$ cat src/rtl/fetch_line_queue_if.sv
// Handshake bundle between the fetch unit, the line queue and the decode stage.
// The master drives enqueue, flush and deq_ready; the slave is the queue itself.
interface fetch_line_queue_if #(
    parameter int XLEN    = 32,
    parameter int CL_SIZE = 128,
    parameter int DEPTH   = 4
);
    localparam int CW = $clog2(DEPTH) + 1;

    logic                flush;
    logic                enq_even_valid;
    logic                enq_odd_valid;
    logic [XLEN-1:0]     enq_even_addr;
    logic [XLEN-1:0]     enq_odd_addr;
    logic [CL_SIZE-1:0]  enq_even_line;
    logic [CL_SIZE-1:0]  enq_odd_line;
    logic                enq_even_exc;
    logic                enq_odd_exc;
    logic                enq_first_odd;
    logic                enq_ready;
    logic                deq_valid;
    logic                deq_ready;
    logic [31:0]         deq_instr;
    logic [XLEN-1:0]     deq_pc;
    logic                deq_exc;
    logic [CW-1:0]       count;

    modport master (
        output flush, enq_even_valid, enq_odd_valid, enq_even_addr, enq_odd_addr,
               enq_even_line, enq_odd_line, enq_even_exc, enq_odd_exc, enq_first_odd,
               deq_ready,
        input  enq_ready, deq_valid, deq_instr, deq_pc, deq_exc, count
    );

    modport slave (
        input  flush, enq_even_valid, enq_odd_valid, enq_even_addr, enq_odd_addr,
               enq_even_line, enq_odd_line, enq_even_exc, enq_odd_exc, enq_first_odd,
               deq_ready,
        output enq_ready, deq_valid, deq_instr, deq_pc, deq_exc, count
    );
endinterface

$ cat src/rtl/fetch_line_queue.sv
// Queue of fetched cache lines, accepting up to two lines per cycle and
// handing out one 32-bit instruction word per cycle with its PC.
module fetch_line_queue #(
    parameter int XLEN    = 32,
    parameter int CL_SIZE = 128,
    parameter int DEPTH   = 4
) (
    input  logic               clk,
    input  logic               rst,
    fetch_line_queue_if.slave  bus
);
    localparam int OFF  = $clog2(CL_SIZE / 8);
    localparam int WPL  = CL_SIZE / 32;
    localparam int WIDX = $clog2(WPL);
    localparam int PW   = $clog2(DEPTH);
    localparam int CW   = PW + 1;

    localparam logic [PW-1:0]   PTR_ONE   = PW'(1);
    localparam logic [WIDX-1:0] WP_ONE    = WIDX'(1);
    localparam logic [WIDX-1:0] WP_LAST   = WIDX'(WPL - 1);
    localparam logic [CW-1:0]   CNT_ONE   = CW'(1);
    localparam logic [CW-1:0]   READY_MAX = CW'(DEPTH - 2);

    logic [XLEN-1:0]    addr_mem [DEPTH];
    logic [CL_SIZE-1:0] line_mem [DEPTH];
    logic               exc_mem  [DEPTH];
    logic [WIDX-1:0]    sw_mem   [DEPTH];

    logic [PW-1:0]   head_r, tail_r;
    logic [WIDX-1:0] wp_r;
    logic [CW-1:0]   count_r;

    logic [PW-1:0]      head_nxt_s, tail_nxt_s;
    logic [WIDX-1:0]    wp_nxt_s;
    logic [CW-1:0]      count_nxt_s;
    logic               ready_s, valid_s, acc_s, dual_s, xfer_s, pop_s;
    logic [1:0]         n_enq_s;
    logic [XLEN-1:0]    old_addr_s, yng_addr_s, head_addr_s;
    logic [CL_SIZE-1:0] old_line_s, yng_line_s, head_line_s;
    logic               old_exc_s, yng_exc_s;
    logic [WIDX-1:0]    old_sw_s, yng_sw_s;

    // Enqueue acceptance and older/younger channel ordering.
    always_comb begin
        ready_s = (count_r <= READY_MAX);
        valid_s = (count_r != {CW{1'b0}});
        dual_s  = bus.enq_even_valid && bus.enq_odd_valid;
        acc_s   = ready_s && !bus.flush && (bus.enq_even_valid || bus.enq_odd_valid);
        if (!acc_s) begin
            n_enq_s = 2'd0;
        end else if (dual_s) begin
            n_enq_s = 2'd2;
        end else begin
            n_enq_s = 2'd1;
        end
        if ((dual_s && bus.enq_first_odd) || (!dual_s && !bus.enq_even_valid)) begin
            old_addr_s = bus.enq_odd_addr;  old_line_s = bus.enq_odd_line;  old_exc_s = bus.enq_odd_exc;
            yng_addr_s = bus.enq_even_addr; yng_line_s = bus.enq_even_line; yng_exc_s = bus.enq_even_exc;
        end else begin
            old_addr_s = bus.enq_even_addr; old_line_s = bus.enq_even_line; old_exc_s = bus.enq_even_exc;
            yng_addr_s = bus.enq_odd_addr;  yng_line_s = bus.enq_odd_line;  yng_exc_s = bus.enq_odd_exc;
        end
        old_sw_s = old_addr_s[OFF-1:2];
        yng_sw_s = yng_addr_s[OFF-1:2];
    end

    // Dequeue handshake and head-entry output formatting.
    always_comb begin
        head_addr_s = addr_mem[head_r];
        head_line_s = line_mem[head_r];
        xfer_s      = valid_s && bus.deq_ready && !bus.flush;
        pop_s       = xfer_s && (exc_mem[head_r] || (wp_r == WP_LAST));
        if (valid_s && exc_mem[head_r]) begin
            bus.deq_exc   = 1'b1;
            bus.deq_instr = 32'h0000_0013;
            bus.deq_pc    = {head_addr_s[XLEN-1:2], 2'b00};
        end else begin
            bus.deq_exc   = 1'b0;
            bus.deq_instr = head_line_s[{wp_r, 5'd0} +: 32];
            bus.deq_pc    = {head_addr_s[XLEN-1:OFF], wp_r, 2'b00};
        end
        bus.deq_valid = valid_s;
        bus.enq_ready = ready_s;
        bus.count     = count_r;
    end

    // Next pointer/count/word-pointer state; flush overrides everything.
    always_comb begin
        head_nxt_s  = head_r;
        tail_nxt_s  = tail_r;
        count_nxt_s = count_r;
        wp_nxt_s    = wp_r;
        if (bus.flush) begin
            head_nxt_s  = {PW{1'b0}};
            tail_nxt_s  = {PW{1'b0}};
            count_nxt_s = {CW{1'b0}};
            wp_nxt_s    = {WIDX{1'b0}};
        end else begin
            tail_nxt_s  = tail_r + PW'(n_enq_s);
            count_nxt_s = count_r + CW'(n_enq_s) - CW'(pop_s);
            if (pop_s) begin
                head_nxt_s = head_r + PTR_ONE;
                // Last entry leaving while a new line arrives: the new line is not in memory yet.
                if (count_r == CNT_ONE) begin
                    if (acc_s) begin
                        wp_nxt_s = old_sw_s;
                    end else begin
                        wp_nxt_s = {WIDX{1'b0}};
                    end
                end else begin
                    wp_nxt_s = sw_mem[head_r + PTR_ONE];
                end
            end else if (xfer_s) begin
                wp_nxt_s = wp_r + WP_ONE;
            end else if (!valid_s && acc_s) begin
                wp_nxt_s = old_sw_s;
            end else begin
                wp_nxt_s = wp_r;
            end
        end
    end

    // Control state registers.
    always_ff @(posedge clk or posedge rst) begin
        if (rst) begin
            head_r  <= {PW{1'b0}};
            tail_r  <= {PW{1'b0}};
            wp_r    <= {WIDX{1'b0}};
            count_r <= {CW{1'b0}};
        end else begin
            head_r  <= head_nxt_s;
            tail_r  <= tail_nxt_s;
            wp_r    <= wp_nxt_s;
            count_r <= count_nxt_s;
        end
    end

    // Entry storage; contents are meaningless until the entry is counted.
    always_ff @(posedge clk) begin
        if (acc_s) begin
            addr_mem[tail_r] <= old_addr_s;
            line_mem[tail_r] <= old_line_s;
            exc_mem[tail_r]  <= old_exc_s;
            sw_mem[tail_r]   <= old_sw_s;
            if (dual_s) begin
                addr_mem[tail_r + PTR_ONE] <= yng_addr_s;
                line_mem[tail_r + PTR_ONE] <= yng_line_s;
                exc_mem[tail_r + PTR_ONE]  <= yng_exc_s;
                sw_mem[tail_r + PTR_ONE]   <= yng_sw_s;
            end
        end
    end
endmodule

$ cat src/flat_wrapper.sv
// flat-port wrapper written by rule: the top's interface ports become plain ports
module fetch_line_queue_flat 
#(
    parameter int XLEN    = 32,
    parameter int CL_SIZE = 128,
    parameter int DEPTH   = 4
)
  (clk, rst, bus_flush, bus_enq_even_valid, bus_enq_odd_valid, bus_enq_even_addr, bus_enq_odd_addr, bus_enq_even_line, bus_enq_odd_line, bus_enq_even_exc, bus_enq_odd_exc, bus_enq_first_odd, bus_deq_ready, bus_enq_ready, bus_deq_valid, bus_deq_instr, bus_deq_pc, bus_deq_exc, bus_count);
  fetch_line_queue_if #(.XLEN(XLEN), .CL_SIZE(CL_SIZE), .DEPTH(DEPTH)) bus_i ();
  input  logic clk;
  input  logic rst;
  input wire logic [$bits(bus_i.flush)-1:0] bus_flush;
  input wire logic [$bits(bus_i.enq_even_valid)-1:0] bus_enq_even_valid;
  input wire logic [$bits(bus_i.enq_odd_valid)-1:0] bus_enq_odd_valid;
  input wire logic [$bits(bus_i.enq_even_addr)-1:0] bus_enq_even_addr;
  input wire logic [$bits(bus_i.enq_odd_addr)-1:0] bus_enq_odd_addr;
  input wire logic [$bits(bus_i.enq_even_line)-1:0] bus_enq_even_line;
  input wire logic [$bits(bus_i.enq_odd_line)-1:0] bus_enq_odd_line;
  input wire logic [$bits(bus_i.enq_even_exc)-1:0] bus_enq_even_exc;
  input wire logic [$bits(bus_i.enq_odd_exc)-1:0] bus_enq_odd_exc;
  input wire logic [$bits(bus_i.enq_first_odd)-1:0] bus_enq_first_odd;
  input wire logic [$bits(bus_i.deq_ready)-1:0] bus_deq_ready;
  output wire logic [$bits(bus_i.enq_ready)-1:0] bus_enq_ready;
  output wire logic [$bits(bus_i.deq_valid)-1:0] bus_deq_valid;
  output wire logic [$bits(bus_i.deq_instr)-1:0] bus_deq_instr;
  output wire logic [$bits(bus_i.deq_pc)-1:0] bus_deq_pc;
  output wire logic [$bits(bus_i.deq_exc)-1:0] bus_deq_exc;
  output wire logic [$bits(bus_i.count)-1:0] bus_count;
  assign bus_i.flush = bus_flush;
  assign bus_i.enq_even_valid = bus_enq_even_valid;
  assign bus_i.enq_odd_valid = bus_enq_odd_valid;
  assign bus_i.enq_even_addr = bus_enq_even_addr;
  assign bus_i.enq_odd_addr = bus_enq_odd_addr;
  assign bus_i.enq_even_line = bus_enq_even_line;
  assign bus_i.enq_odd_line = bus_enq_odd_line;
  assign bus_i.enq_even_exc = bus_enq_even_exc;
  assign bus_i.enq_odd_exc = bus_enq_odd_exc;
  assign bus_i.enq_first_odd = bus_enq_first_odd;
  assign bus_i.deq_ready = bus_deq_ready;
  assign bus_enq_ready = bus_i.enq_ready;
  assign bus_deq_valid = bus_i.deq_valid;
  assign bus_deq_instr = bus_i.deq_instr;
  assign bus_deq_pc = bus_i.deq_pc;
  assign bus_deq_exc = bus_i.deq_exc;
  assign bus_count = bus_i.count;
  fetch_line_queue #(.XLEN(XLEN), .CL_SIZE(CL_SIZE), .DEPTH(DEPTH)) u_core (.clk(clk), .rst(rst), .bus(bus_i));
endmodule
$ cat config.mk
export PLATFORM = sky130hd
export DESIGN_NAME = fetch_line_queue_flat
export DESIGN_NICKNAME = d
export VERILOG_FILES = /design/src/rtl/fetch_line_queue_if.sv /design/src/rtl/fetch_line_queue.sv /design/src/flat_wrapper.sv
export SDC_FILE = /design/constraint.sdc
export NUM_CORES = 1
export LEC_CHECK = 0
export CORE_ASPECT_RATIO = 0.75
export CORE_UTILIZATION = 61
export DETAILED_ROUTE_END_ITERATION = 8
export GPL_ROUTABILITY_DRIVEN = 0
export HOLD_SLACK_MARGIN = 0.03
export PLACE_DENSITY = 0.86
export SLEW_MARGIN = 25
export SYNTH_ARGS = -nofsm -noshare
export SYNTH_HDL_FRONTEND = slang
export SYNTH_SLANG_ARGS = --single-unit
$ cat constraint.sdc
create_clock -name clk -period 31 [get_ports clk]
set_clock_uncertainty 0.05 [all_clocks]
set_input_delay 6.2 -clock clk [delete_from_list [all_inputs] [get_ports clk]]
set_output_delay 6.2 -clock clk [all_outputs]
set_load 0.01 [all_outputs]
Word level (Yosys, flattened, before mapping)
Memory sizes are Yosys's and may differ from the RTL's.
Cells that the tools add are included.
Word-level totals
  word-level logic and storage cells: 64
  output and inout bits: 70
  RAM bits: 652
  memories kept: 4
  bits in registers: 9
Memories
  u_core.line_mem: depth 4, width 128, read ports 1, clocked after Yosys merged registers in 0, wr ports 2, line fetch_line_queue.sv:25  | logic [CL_SIZE-1:0] line_mem [DEPTH];
  u_core.addr_mem: depth 4, width 32, read ports 1, clocked after Yosys merged registers in 0, wr ports 2, line fetch_line_queue.sv:24  | logic [XLEN-1:0] addr_mem [DEPTH];
  u_core.sw_mem: depth 4, width 2, read ports 1, clocked after Yosys merged registers in 0, wr ports 2, line fetch_line_queue.sv:27  | logic [WIDX-1:0] sw_mem [DEPTH];
  u_core.exc_mem: depth 4, width 1, read ports 1, clocked after Yosys merged registers in 0, wr ports 2, line fetch_line_queue.sv:26  | logic exc_mem [DEPTH];
Cells by class
  equality and inequality tests: 2
  add/sub/neg operators: 6
  order comparisons: 1
  mux-type cells: 26
  shift-type cells: 1
  reductions and logical operators: 20
Operator list (number)
  $mux 128: 2
  $shiftx 128x8->32: 1
  $mux 32: 3
  $mux 2: 11
  $logic_and 1x1->1: 10
  $mux 1: 8
  $add 2x1->2 const B: 3
  $logic_not 1->1: 4
  $mux 4: 1
  $reduce_bool 4->1: 1
  $add 3x2->3: 1
  $eq 3x1->1 const B: 1
  $le 3x2->1 const B: 1
  $logic_or 1x1->1: 3
  $mux 3: 1
  $reduce_bool 3->1: 1
  $sub 3x1->3: 1
  $add 2x2->2: 1
  $eq 2x2->1 const B: 1
  $reduce_bool 2->1: 1

Logic depth before layout (Yosys ltp)
  depth in word-level cells: 9
  mapped depth: 12

Worst setup path before layout
OpenSTA, ideal clock, no wires.
  kind: input to register
  start point: in bus_flush
  end point: mem u_core.addr_mem[0][10], enable pin
  path slack: 11.897 ns
  buffers on the path: 0
  stages on the path: 3
  arrival: 18.144 ns
  cell sequence: o21bai_1 > nand2b_1 > o31ai_1
RTL lines
  from (decl): line flat_wrapper.sv:12  | input wire logic [$bits(bus_i.flush)-1:0] bus_flush;
  to (decl): line fetch_line_queue.sv:24

Worst setup path after layout
  start point: reg u_core.head_r[0]
  end point: out bus_deq_instr[11]
Between the ends
  cells in the longest elaborated chain, start to end: 3
  elaborated cells on any way between the ends: 5
  those cells by class: shift: 1; mux: 1; reduce/logical: 1; memory: 2
RTL lines
  from (decl): line fetch_line_queue.sv:29  | logic [PW-1:0] head_r, tail_r;
  from (signal assigned): line fetch_line_queue.sv:126  | head_r <= {PW{1'b0}};
  from (signal assigned): line fetch_line_queue.sv:131  | head_r <= head_nxt_s;
  $mem_v2 4x128 or $mem_v2 4x1 (tied branches)
  $shiftx 128x8->32 or $logic_and 1x1->1 (tied branches): line fetch_line_queue.sv:79, fetch_line_queue.sv:73
  $mux 32 (*): line fetch_line_queue.sv:73  | if (valid_s && exc_mem[head_r]) begin
  to (decl): line flat_wrapper.sv:25  | output wire logic [$bits(bus_i.deq_instr)-1:0] bus_deq_instr;
Mark *: on every way between the ends. The rest lies on a longest branch, timed or not.

==> impl_results.md <==
* Largest net degree at the start of global routing at 148
* Worst-Margin Slew at 1.12 ns
* Core Box Area at 53000 sq um
* Setup violations, final at 0
* CP max-delay cell: dfrtp_4
* Yosys cell types at 48
* Total grt overflow at 0
* Sum Neg Setup Slack at 0 ns
* Post-synth ARST share at 1.40%
* H-tree depth at 2
* CTS Buf Count at 61
* Final WS setup at 19.76 ns
* Primary FF master, synth: edfxtp_1
* Mapped cell area at 32800 sq um
* Worst EP required at 24.75 ns
* Top fanout value on the critical path at 47
* DRC viols at 0
* Drt initial violations at 1601
* CP peak stage delay at 0.97 ns
* EDFF count, synth at 636
* Tot GR Track Use at 29.6%
* Hold_buf cts at 0
* Peak supply drop at 0.0639 mV
* Leakage power at 12.9 nW
* Worst-Skew Late Latency at 0.62 ns
* Gate count of the mapped netlist at 1757
* Yosys Warn Count at 0
* Clock Root Buffer: clkbuf_16
* First-pass GRT wire length at 121000 um
* Worst setup EP type: output port
* Fmax at 0.0889 GHz
* Drt via density at 6.38
* Final Hold Vio Count at 0
* Die H at 203 um
* Post-cts resize count at 0
* Max-Cap Viols at 0
* Worst endpoint data arrival time at 4.99 ns
* TritonCTS Sinks at 645
* Clock tree buffer depth at 3
* Seq cells post-synth at 645
* Port-buffer cells at 392
* Pre-CTS setup slack at 20.06 ns
* Most frequent cell on the critical path: a211oi_1
* P&R area growth vs syn at 19.6%
* CTS tree: yes
* Slew Viols, Final at 0
* Worst slew margin at 25.3%
* Routed vias at 18400
* Vias in the first global route at 19100
* Cell family with most CP delay: buffers and inverters
* CTS clock-pin slew for the worst setup and hold paths at 0.07 ns
* Setup crit start kind: register
* Fill cells at 3166
* Post-CTS setup buffer count at 0
* Worst min path class: register to register
* Outcome: complete, no violations
* Initial Util at 61.9%
* WHS at 0.672 ns
* Cell area power density at 65.5 nW/um^2
* FP Rows at 73
* Share of layout cells above drive strength 1 at 42.9%
* Fin crit period at 11.24 ns
* Syn avg cell area at 18.6 sq um
* Detailed placement HPWL at 49400 um
* Tot Pwr at 2.57 mW
* Initial antenna violation count at 26
* IO Count at 399
* Nets at 2450
* Wire per inst at 28.1 um
* Sequential fraction of the synthesis area at 59.0%
* Worst-path cell chain: buf_6, buf_4, mux4_2, nor2b_1, a211oi_1, a211oi_1, clkdlybuf4s50_1
* Die footprint at 54700 sq um
* Die width at 270 um
* Unrepaired setup endpoints after global routing: no
* Period utilisation layout at 36.3%
* Routed wire length at 81100 um
* TritonRoute pass-1 iters at 5
* CP Buf/Inv Count at 3
* Final antenna-violating net count at 0
* Setup CP Type: register to output port
[layer usage]
layer  vias up  part of all wire (%)  GRT usage [%]
met3       167                   7.9           6.81
met2       755                    49           47.8
met5         -                  0.24              0
met1      9508                    40           40.0
li1       7944                     -              -
met4        32                   3.2           10.3
[synth_stat cells (2+ instances only)]
cell,count,share of area [%]
or2_2,4,0.076
inv_1,5,0.057
a211oi_1,47,1.1
a21oi_1,2,0.031
nand2_1,7,0.080
o31ai_1,2,0.046
dfrtp_1,9,0.69
buf_1,4,0.046
nor3_2,3,0.092
nor2b_1,32,0.61
xnor2_1,8,0.21
clkbuf_1,42,0.48
mux2_4,110,5.0
edfxtp_1,636,58
nand2b_1,3,0.057
mux2_2,510,18
buf_2,62,0.95
buf_4,6,0.14
mux4_2,170,12
nor2_1,11,0.13
ha_1,4,0.15
mux2_1,18,0.62
buf_6,13,0.45
mux2i_1,25,0.76
[cells by family after synthesis]
| group | Yosys count | synth area share, % |
|---|---|---|
| AOI/OAI and AO/OA | 64 | 1.52 |
| xor gates and xnor gates | 10 | 0.290 |
| adders and majority gates | 5 | 0.214 |
| buffers and inverters | 132 | 2.12 |
| DFF | 645 | 59.0 |
| muxes | 833 | 35.6 |
| other | 1 | 0.0114 |
| and+or+nand+nor | 67 | 1.24 |
[final timing paths]
kind	endpoint	depth (start not counted)	slack, ns	start
worst max-delay path	bus_deq_instr[11]	7	19.76	u_core.head_r[0]$_DFFE_PP0P_
worst max register to register	u_core.line_mem[2][113]$_DFFE_PP_	7	26.78	u_core.bus.count[0]$_DFF_PP0_
worst min register to register	u_core.bus.count[2]$_DFF_PP0_	2	0.67	u_core.bus.count[2]$_DFF_PP0_
max in group asynchronous	u_core.head_r[1]$_DFFE_PP0P_	2	24.75	rst
min in group asynchronous	u_core.wp_r[1]$_DFFE_PP0P_	2	5.82	rst
worst min-delay path	u_core.bus.count[2]$_DFF_PP0_	2	0.67	u_core.bus.count[2]$_DFF_PP0_
[flip-flops by register name, indices dropped and copies added (netlist names)]
signal and cells:
u_core.addr_mem 120, u_core.wp_r 2, u_core.bus.count 3, u_core.exc_mem 4, u_core.tail_r 2, u_core.head_r 2, u_core.line_mem 512
[layout make-up]
type | instances | area, sq um | area share (%)
inverter | 5 | 18.8 | 0.0479
clock inverter | 24 | 173 | 0.441
clock buffer | 86 | 1710 | 4.37
tap | 712 | 891 | 2.27
timing repair buffer | 422 | 4190 | 10.7
antenna | 10 | 25.0 | 0.0639
sequential | 645 | 19300 | 49.4
multi-input combinational | 981 | 12800 | 32.8
[worst register-to-register path, cell delays in order (launching register included)]
cell and delay, ns:
dfrtp_1 0.49, a21oi_4 0.13, nand4b_4 0.17, nor3_2 0.09, xnor2_2 0.80, buf_4 0.83, buf_4 0.92, mux2_2 0.48
[where the power goes]
part	switching (mW)	leakage [nW]	internal [mW]	total [mW]
registers	0.0583	5.93	1.07	1.13
clock network	0.323	0.920	0.399	0.722
logic	0.343	6.06	0.374	0.717
[per-stage QoR]
stage / area (sq um) / cells / utilization (%)
2_1_floorplan: 32800 / 1758 / -
3_3_place_gp: 37200 / 2764 / 70.3
3_5_place_dp: 37300 / 2765 / 70.3
4_1_cts: 39100 / 2875 / 73.9
5_1_grt: 39200 / 2882 / 74.0
6_report: 39200 / 2885 / 74.0
[cells in the final DEF, fill, tap and decap left out, types with 18 or more instances in the layout]
cell,Yosys,routed
mux4_2,170,170
buf_4,6,26
mux2_2,510,510
a211oi_1,47,47
clkbuf_16,0,63
clkdlybuf4s50_1,0,392
edfxtp_1,636,636
nor2b_1,32,32
mux2_4,110,110
clkbuf_1,42,18
mux2i_1,25,25
mux2_1,18,18
(Power assumes the default switching activity.)
